**src/rtl/prog_mem_loader_if.sv**
```systemverilog
// Bus bundle for prog_mem_loader: streaming programming port, load status and fetch port.
// The master modport belongs to whoever programs and fetches; the slave modport belongs to the memory.
interface prog_mem_loader_if #(
    parameter int DATA_W = 8,
    parameter int ADDR_W = 4
);
    logic              prog_start;
    logic              prog_valid;
    logic [DATA_W-1:0] prog_data;
    logic              prog_last;
    logic              prog_ready;
    logic              loaded;
    logic [ADDR_W:0]   words_loaded;
    logic              rd_en;
    logic [ADDR_W-1:0] rd_addr;
    logic [DATA_W-1:0] rd_data;
    logic              rd_valid;
    logic              rd_err;

    modport master (
        output prog_start, prog_valid, prog_data, prog_last, rd_en, rd_addr,
        input  prog_ready, loaded, words_loaded, rd_data, rd_valid, rd_err
    );

    modport slave (
        input  prog_start, prog_valid, prog_data, prog_last, rd_en, rd_addr,
        output prog_ready, loaded, words_loaded, rd_data, rd_valid, rd_err
    );
endinterface

```
**src/rtl/prog_mem_loader.sv**
```systemverilog
// Run-time loadable program memory: an IDLE/LOAD/RUN FSM streams an image in, then serves
// one-cycle-latency fetches, flagging any fetch outside the currently loaded image.
module prog_mem_loader #(
    parameter int              DATA_W = 8,
    parameter int              DEPTH  = 16,
    parameter int              ADDR_W = (DEPTH > 1) ? $clog2(DEPTH) : 1,
    parameter logic [DATA_W-1:0] FILL = '0
) (
    input logic               clk,
    input logic               rst_n,
    prog_mem_loader_if.slave  bus
);
    typedef enum logic [1:0] {IDLE, LOAD, RUN} state_e;

    state_e            state_q;
    logic [ADDR_W-1:0] wptr_q;
    logic [ADDR_W:0]   words_q;
    logic              prog_ready_q;
    logic              loaded_q;
    logic [DATA_W-1:0] rd_data_q;
    logic              rd_valid_q;
    logic              rd_err_q;
    logic [DATA_W-1:0] mem_q [DEPTH];

    logic wr_en;
    logic last_word;
    logic fetch_ok;

    always_comb begin
        // NOTE: every always_comb output gets a default first so no path can infer a latch.
        wr_en     = 1'b0;
        last_word = 1'b0;
        fetch_ok  = 1'b0;
        if (state_q == LOAD && !bus.prog_start) begin
            wr_en     = bus.prog_valid;
            last_word = bus.prog_last || (wptr_q == ADDR_W'(DEPTH - 1));
        end
        // words_q never exceeds DEPTH, so an accepted address is always inside the array.
        if (state_q == RUN && !bus.prog_start) begin
            fetch_ok = ({1'b0, bus.rd_addr} < words_q);
        end
    end

    // NOTE: the storage array has no reset; words_q=0 after reset already makes it unreadable.
    always_ff @(posedge clk) begin
        if (wr_en) begin
            mem_q[wptr_q] <= bus.prog_data;
        end
    end

    // NOTE: sequential state uses non-blocking assignments so every register samples pre-edge values.
    always_ff @(posedge clk or negedge rst_n) begin
        if (!rst_n) begin
            state_q      <= IDLE;
            wptr_q       <= '0;
            words_q      <= '0;
            prog_ready_q <= 1'b0;
            loaded_q     <= 1'b0;
            rd_data_q    <= FILL;
            rd_valid_q   <= 1'b0;
            rd_err_q     <= 1'b0;
        end else begin
            if (bus.prog_start) begin
                state_q      <= LOAD;
                wptr_q       <= '0;
                words_q      <= '0;
                prog_ready_q <= 1'b1;
                loaded_q     <= 1'b0;
            end else if (wr_en) begin
                wptr_q  <= wptr_q + ADDR_W'(1);
                words_q <= words_q + (ADDR_W + 1)'(1);
                if (last_word) begin
                    state_q      <= RUN;
                    prog_ready_q <= 1'b0;
                    loaded_q     <= 1'b1;
                end
            end

            // A fetch during prog_start, IDLE or LOAD is rejected like an out-of-range one.
            rd_valid_q <= bus.rd_en && fetch_ok;
            rd_err_q   <= bus.rd_en && !fetch_ok;
            if (bus.rd_en) begin
                rd_data_q <= fetch_ok ? mem_q[bus.rd_addr] : FILL;
            end
        end
    end

    assign bus.prog_ready   = prog_ready_q;
    assign bus.loaded       = loaded_q;
    assign bus.words_loaded = words_q;
    assign bus.rd_data      = rd_data_q;
    assign bus.rd_valid     = rd_valid_q;
    assign bus.rd_err       = rd_err_q;
endmodule

```
**src/flat_wrapper.sv**
```systemverilog
// flat-port wrapper written by rule: the top's interface ports become plain ports
module prog_mem_loader_flat 
#(
    parameter int              DATA_W = 8,
    parameter int              DEPTH  = 16,
    parameter int              ADDR_W = (DEPTH > 1) ? $clog2(DEPTH) : 1,
    parameter logic [DATA_W-1:0] FILL = '0
)
  (clk, rst_n, bus_prog_start, bus_prog_valid, bus_prog_data, bus_prog_last, bus_rd_en, bus_rd_addr, bus_prog_ready, bus_loaded, bus_words_loaded, bus_rd_data, bus_rd_valid, bus_rd_err);
  prog_mem_loader_if #(.DATA_W(DATA_W), .ADDR_W(ADDR_W)) bus_i ();
  input logic clk;
  input logic rst_n;
  input wire logic [$bits(bus_i.prog_start)-1:0] bus_prog_start;
  input wire logic [$bits(bus_i.prog_valid)-1:0] bus_prog_valid;
  input wire logic [$bits(bus_i.prog_data)-1:0] bus_prog_data;
  input wire logic [$bits(bus_i.prog_last)-1:0] bus_prog_last;
  input wire logic [$bits(bus_i.rd_en)-1:0] bus_rd_en;
  input wire logic [$bits(bus_i.rd_addr)-1:0] bus_rd_addr;
  output wire logic [$bits(bus_i.prog_ready)-1:0] bus_prog_ready;
  output wire logic [$bits(bus_i.loaded)-1:0] bus_loaded;
  output wire logic [$bits(bus_i.words_loaded)-1:0] bus_words_loaded;
  output wire logic [$bits(bus_i.rd_data)-1:0] bus_rd_data;
  output wire logic [$bits(bus_i.rd_valid)-1:0] bus_rd_valid;
  output wire logic [$bits(bus_i.rd_err)-1:0] bus_rd_err;
  assign bus_i.prog_start = bus_prog_start;
  assign bus_i.prog_valid = bus_prog_valid;
  assign bus_i.prog_data = bus_prog_data;
  assign bus_i.prog_last = bus_prog_last;
  assign bus_i.rd_en = bus_rd_en;
  assign bus_i.rd_addr = bus_rd_addr;
  assign bus_prog_ready = bus_i.prog_ready;
  assign bus_loaded = bus_i.loaded;
  assign bus_words_loaded = bus_i.words_loaded;
  assign bus_rd_data = bus_i.rd_data;
  assign bus_rd_valid = bus_i.rd_valid;
  assign bus_rd_err = bus_i.rd_err;
  prog_mem_loader #(.DATA_W(DATA_W), .DEPTH(DEPTH), .ADDR_W(ADDR_W), .FILL(FILL)) u_core (.clk(clk), .rst_n(rst_n), .bus(bus_i));
endmodule
```
**config.mk**
```make
export PLATFORM = sky130hd
export DESIGN_NAME = prog_mem_loader_flat
export DESIGN_NICKNAME = d
export VERILOG_FILES = /design/src/rtl/prog_mem_loader_if.sv /design/src/rtl/prog_mem_loader.sv /design/src/flat_wrapper.sv
export SDC_FILE = /design/constraint.sdc
export NUM_CORES = 1
export LEC_CHECK = 0
export ABC_CLOCK_PERIOD_IN_PS = 1700
export CAP_MARGIN = 5
export CORE_MARGIN = 3
export CORE_UTILIZATION = 40
export CTS_CLUSTER_SIZE = 20
export DETAILED_ROUTE_END_ITERATION = 6
export MAX_ROUTING_LAYER = met4
export PLACE_DENSITY = 0.61
export SYNTH_ARGS = -nofsm -noshare
export SYNTH_HDL_FRONTEND = slang
export SYNTH_SLANG_ARGS = --single-unit
```
**constraint.sdc**
```tcl
create_clock -name clk -period 1.7 [get_ports clk]
set_input_delay 0.34 -clock clk [delete_from_list [all_inputs] [get_ports clk]]
set_output_delay 0.34 -clock clk [all_outputs]
set_load 0.05 [all_outputs]
```
==> Flow_metrics.wiki <==
{| class="wikitable"
! Metric !! Value
|-
| Result of the run || finished, final reports clean
|-
| Largest fanout of any net on the critical path || 8
|-
| Synthesized instance count || approximately 310
|-
| Antenna violations before repair || 0
|-
| RSZ-0062 raised after global routing || yes
|-
| Number of standard-cell rows in the floorplan || 44
|-
| Number of DRC markers after the initial detailed-route iteration || 233
|-
| Number of global-route vias before repair || between 3000 and 4000
|-
| Clk Tree Root Cell || sky130_fd_sc_hd__clkbuf_16
|-
| Via total after detailed routing || approximately 3000
|-
| Core Util, Final || a little over half
|-
| Vias per Instance || around 5.2
|-
| Final RePlAce weighted congestion || about 0.74
|-
| Placeable core region || around 15000 um2
|-
| Die Y-Extent || ~130 um
|-
| Area share of fa/ha/maj cells after synthesis || 1.670%
|-
| Crit path arrival time || ~1.8 ns
|-
| Number of detailed-route iterations in the first pass || 4
|-
| Port Buffer Count || 34
|-
| Finished Layout Cells || between 500 and 600
|-
| Total routed wirelength || ~12000 um
|-
| Number of max-capacitance violations reported || 0
|-
| Clock transition at the registers of the reported paths || 0.06 ns
|-
| Final Critical Period || about 1.6 ns
|-
| Cts-stage hold buffer count || 0
|-
| Largest family of logic cells by synthesized area || multiplexers
|-
| CP endpoint kind || register
|-
| Worst setup margin || roughly 0.086 ns
|-
| Xor/xnor share of the synthesized area || 1.023%
|-
| Most common cell after layout, fill and taps aside || sky130_fd_sc_hd__edfxtp_1
|-
| FMAX || about 620 MHz
|-
| Dpl cells || around 550
|-
| Count of boundary I/O pins || 35
|-
| Launch point of the worst path || u_core.state_q[1]$_DFFE_PN0P_
|-
| Setup slack at placement || -0.5184 ns
|-
| Standard cell with the maximum stage delay on the critical path || sky130_fd_sc_hd__dfrtp_2
|-
| Worst EP required || ~1.8 ns
|-
| WL per Instance || 19.89 um
|-
| Minimum hold slack || between 0.2 and 0.3 ns
|-
| Power share of the combinational group || roughly 6.4%
|-
| Final Hold Viols || 0
|-
| Transition time at the pin with the least slew margin || roughly 0.55 ns
|-
| Final count of pins violating max slew || 0
|-
| Setup TNS Final || 0 ns
|-
| Multiplexer share of the synthesized area || 13.32%
|-
| Share of power burned in registers || 46.4%
|-
| Leak || ~0.0027 uW
|-
| Total number of H-tree levels || 4
|-
| Final net count || between 400 and 500
|-
| Area occupied by registers || around 4400 um2
|-
| Die boundary width || 128.4 um
|-
| Portion of the clock cycle consumed by the worst path in the final layout || 94.93%
|-
| Sw power || ~1800 uW
|-
| Post-Syn Area || ~6000 um2
|-
| Fill cell count || 1124
|-
| Number of buffers created by CTS || 17
|-
| Syn nets || 340
|-
| Maximum number of pins on one net before global-route repair || 31
|-
| Count of antenna-violating nets left after detailed routing || 0
|-
| Power per unit of standard cell area || ~1100 nW/um2
|-
| Ratio of cells with drive above 1 in the final layout || between 30% and 40%
|-
| Area growth from synthesis to layout || 29.56%
|-
| Net Sw Frac || about a fifth
|-
| Count of endpoints failing setup in the final report || 0
|-
| Startpoint Class || register
|-
| Worst reg2reg path startpoint || u_core.state_q[1]$_DFFE_PN0P_
|-
| Bufs and invs on worst path || 1
|-
| Kind of cell adding the most delay to the critical path || simple AND/OR/NAND/NOR gates
|-
| Classification of the worst setup path || register to register
|-
| Total inserted antenna cells || 0
|-
| Worst min path class || primary input to async pin
|-
| Num Clock Sinks || 149
|-
| Clock tree from TritonCTS || done
|-
| GRT Util Overall || roughly 15%
|-
| Wire length of the first global-routing pass || around 18000 um
|-
| Worst slew margin || 62.92%
|-
| Share of power burned in the clock network || a little under half
|-
| Initial core utilization || around 41%
|-
| Critical path, cell by cell || nand3b_1 > nor2_4 > nand2_2 > nor3_4 > buf_12
|-
| Clock tree buffer depth || 2
|-
| Yosys cell types || 37
|-
| Peak ir drop on the vdd network || 0.0007242 V
|-
| Full die area || approximately 16000 um2
|-
| Warnings, synthesis || 0
|-
| Area fraction in and, or, nand and nor cells after synthesis || 4.842%
|-
| Worst-Skew Late Latency || around 0.42 ns
|-
| Proportion of synthesized chip area in sequential cells || between 70% and 80%
|-
| Register-to-register setup slack || approximately 0.086 ns
|-
| Global-route congestion overflow total || 0
|-
| Area of combinational cells with multiple inputs || ~1700 um2
|-
| Hpwl dp || around 7800 um
|-
| Complex-gate fraction of the synthesized area || roughly 4.2%
|-
| Highest-count cells in the layout ignoring fill and taps || 128 x sky130_fd_sc_hd__edfxtp_1, 38 x sky130_fd_sc_hd__buf_4, 18 x sky130_fd_sc_hd__mux4_1, 18 x sky130_fd_sc_hd__clkbuf_16
|-
| Number of flip-flops and latches in the synthesized netlist || 149
|-
| # DRC || 0
|-
| Total internal power || a little under 7000 uW
|-
| Layout Skew || around 0.0053 ns
|-
| Mean cell area of the mapped netlist || 19.09 um2
|-
| Max incr delay on CP || about 0.40 ns
|}
[flip-flops by register name, indices dropped and copies added, names as in the netlist]
| register | cells |
|---|---|
| u_core.bus.rd_err | 1 |
| u_core.state_q | 2 |
| u_core.bus.rd_valid | 1 |
| u_core.bus.words_loaded | 5 |
| u_core.bus.rd_data | 8 |
| u_core.mem_q | 128 |
| u_core.wptr_q | 4 |
[Yosys cell counts]
cell	number	area share (%)
sky130_fd_sc_hd__buf_4	1	0.13
sky130_fd_sc_hd__a22oi_1	14	1.8
sky130_fd_sc_hd__nand4_1	3	0.31
sky130_fd_sc_hd__nor3b_1	1	0.13
sky130_fd_sc_hd__dfrtp_1	21	8.8
sky130_fd_sc_hd__and2b_2	1	0.15
sky130_fd_sc_hd__a21o_1	2	0.25
sky130_fd_sc_hd__edfxtp_1	128	64
sky130_fd_sc_hd__buf_6	2	0.38
sky130_fd_sc_hd__o22ai_1	1	0.10
sky130_fd_sc_hd__buf_2	2	0.17
sky130_fd_sc_hd__nor2b_1	2	0.21
sky130_fd_sc_hd__mux4_2	14	5.3
sky130_fd_sc_hd__ha_1	8	1.7
sky130_fd_sc_hd__a31oi_1	1	0.10
sky130_fd_sc_hd__o21ai_0	1	0.083
sky130_fd_sc_hd__nor3_1	4	0.33
sky130_fd_sc_hd__buf_12	1	0.33
sky130_fd_sc_hd__xnor2_1	4	0.58
sky130_fd_sc_hd__a21oi_1	4	0.33
sky130_fd_sc_hd__mux4_1	18	7.9
sky130_fd_sc_hd__clkinv_1	1	0.063
sky130_fd_sc_hd__nor2_1	25	1.6
sky130_fd_sc_hd__o211ai_1	1	0.13
sky130_fd_sc_hd__and2_1	1	0.10
sky130_fd_sc_hd__nand2_1	18	1.1
sky130_fd_sc_hd__and3b_1	1	0.15
sky130_fd_sc_hd__nand3b_1	2	0.25
sky130_fd_sc_hd__a22o_1	8	1.2
sky130_fd_sc_hd__clkbuf_1	7	0.44
sky130_fd_sc_hd__o21ai_2	1	0.15
sky130_fd_sc_hd__inv_1	5	0.31
sky130_fd_sc_hd__mux2i_1	1	0.17
sky130_fd_sc_hd__nand2b_1	5	0.52
sky130_fd_sc_hd__buf_8	1	0.25
sky130_fd_sc_hd__a211oi_1	1	0.13
sky130_fd_sc_hd__xor2_1	3	0.44
[through the flow]
step	power (uW)	cell area, um2
2_1_floorplan	4402	6120
3_3_place_gp	4638	7010
3_5_place_dp	4648	7010
4_1_cts	8736	7667
5_1_grt	8971	7766
6_report	8697	7766
[logic make-up after synthesis]
logic type      count (synthesis)
compound gates                 34
xor+xnor                        7
fa+ha+maj                       8
buf+inv                        20
flops                         149
mux                            33
simple gates                   63
[power by group through the flow]
stage	combinational [uW]	sequential [uW]	clock, uW
6_report	561	4030	4100
5_1_grt	610	4040	4320
4_1_cts	542	4030	4160
3_5_place_dp	538	4110	0
3_3_place_gp	531	4110	0
2_1_floorplan	251	4150	0
[layout make-up]
| cell class | count | area share [%] |
|---|---|---|
| clock inverters | 14 | 2.868 |
| inverters | 6 | 0.2900 |
| repair buffers | 72 | 10.31 |
| clock buffers | 18 | 5.526 |
| multi-input cells | 146 | 21.70 |
| well taps | 184 | 2.964 |
| flip-flops and latches | 149 | 56.34 |
[final timing paths]
path,to,cells after the start
worst max-delay path,u_core.mem_q[3][4]$_DFFE_PP_,5
worst min-delay path,u_core.wptr_q[2]$_DFFE_PN0P_,2
worst max register to register,u_core.mem_q[3][4]$_DFFE_PP_,5
worst min register to register,u_core.bus.rd_data[6]$_DFFE_PN0P_,1
max in group asynchronous,u_core.bus.words_loaded[3]$_DFFE_PN0P_,2
min in group clk,u_core.state_q[1]$_DFFE_PN0P_,2
[timing repair]
action                     in CTS  in global routing
gates resized for setup         2                 13
cloned                          0                  2
pin swaps                       0                  2
setup endpoints to repair      28                100
buffers inserted                0                  1
[metal layers]
layer	track usage, %	share of wire, %	vias up
li1	-	-	1426
met1	20.04	45	1571
met3	2.989	3.1	24
met2	23.60	49	58
met4	6.367	2.3	0
met5	-	0	-
(Power assumes the default switching activity.)
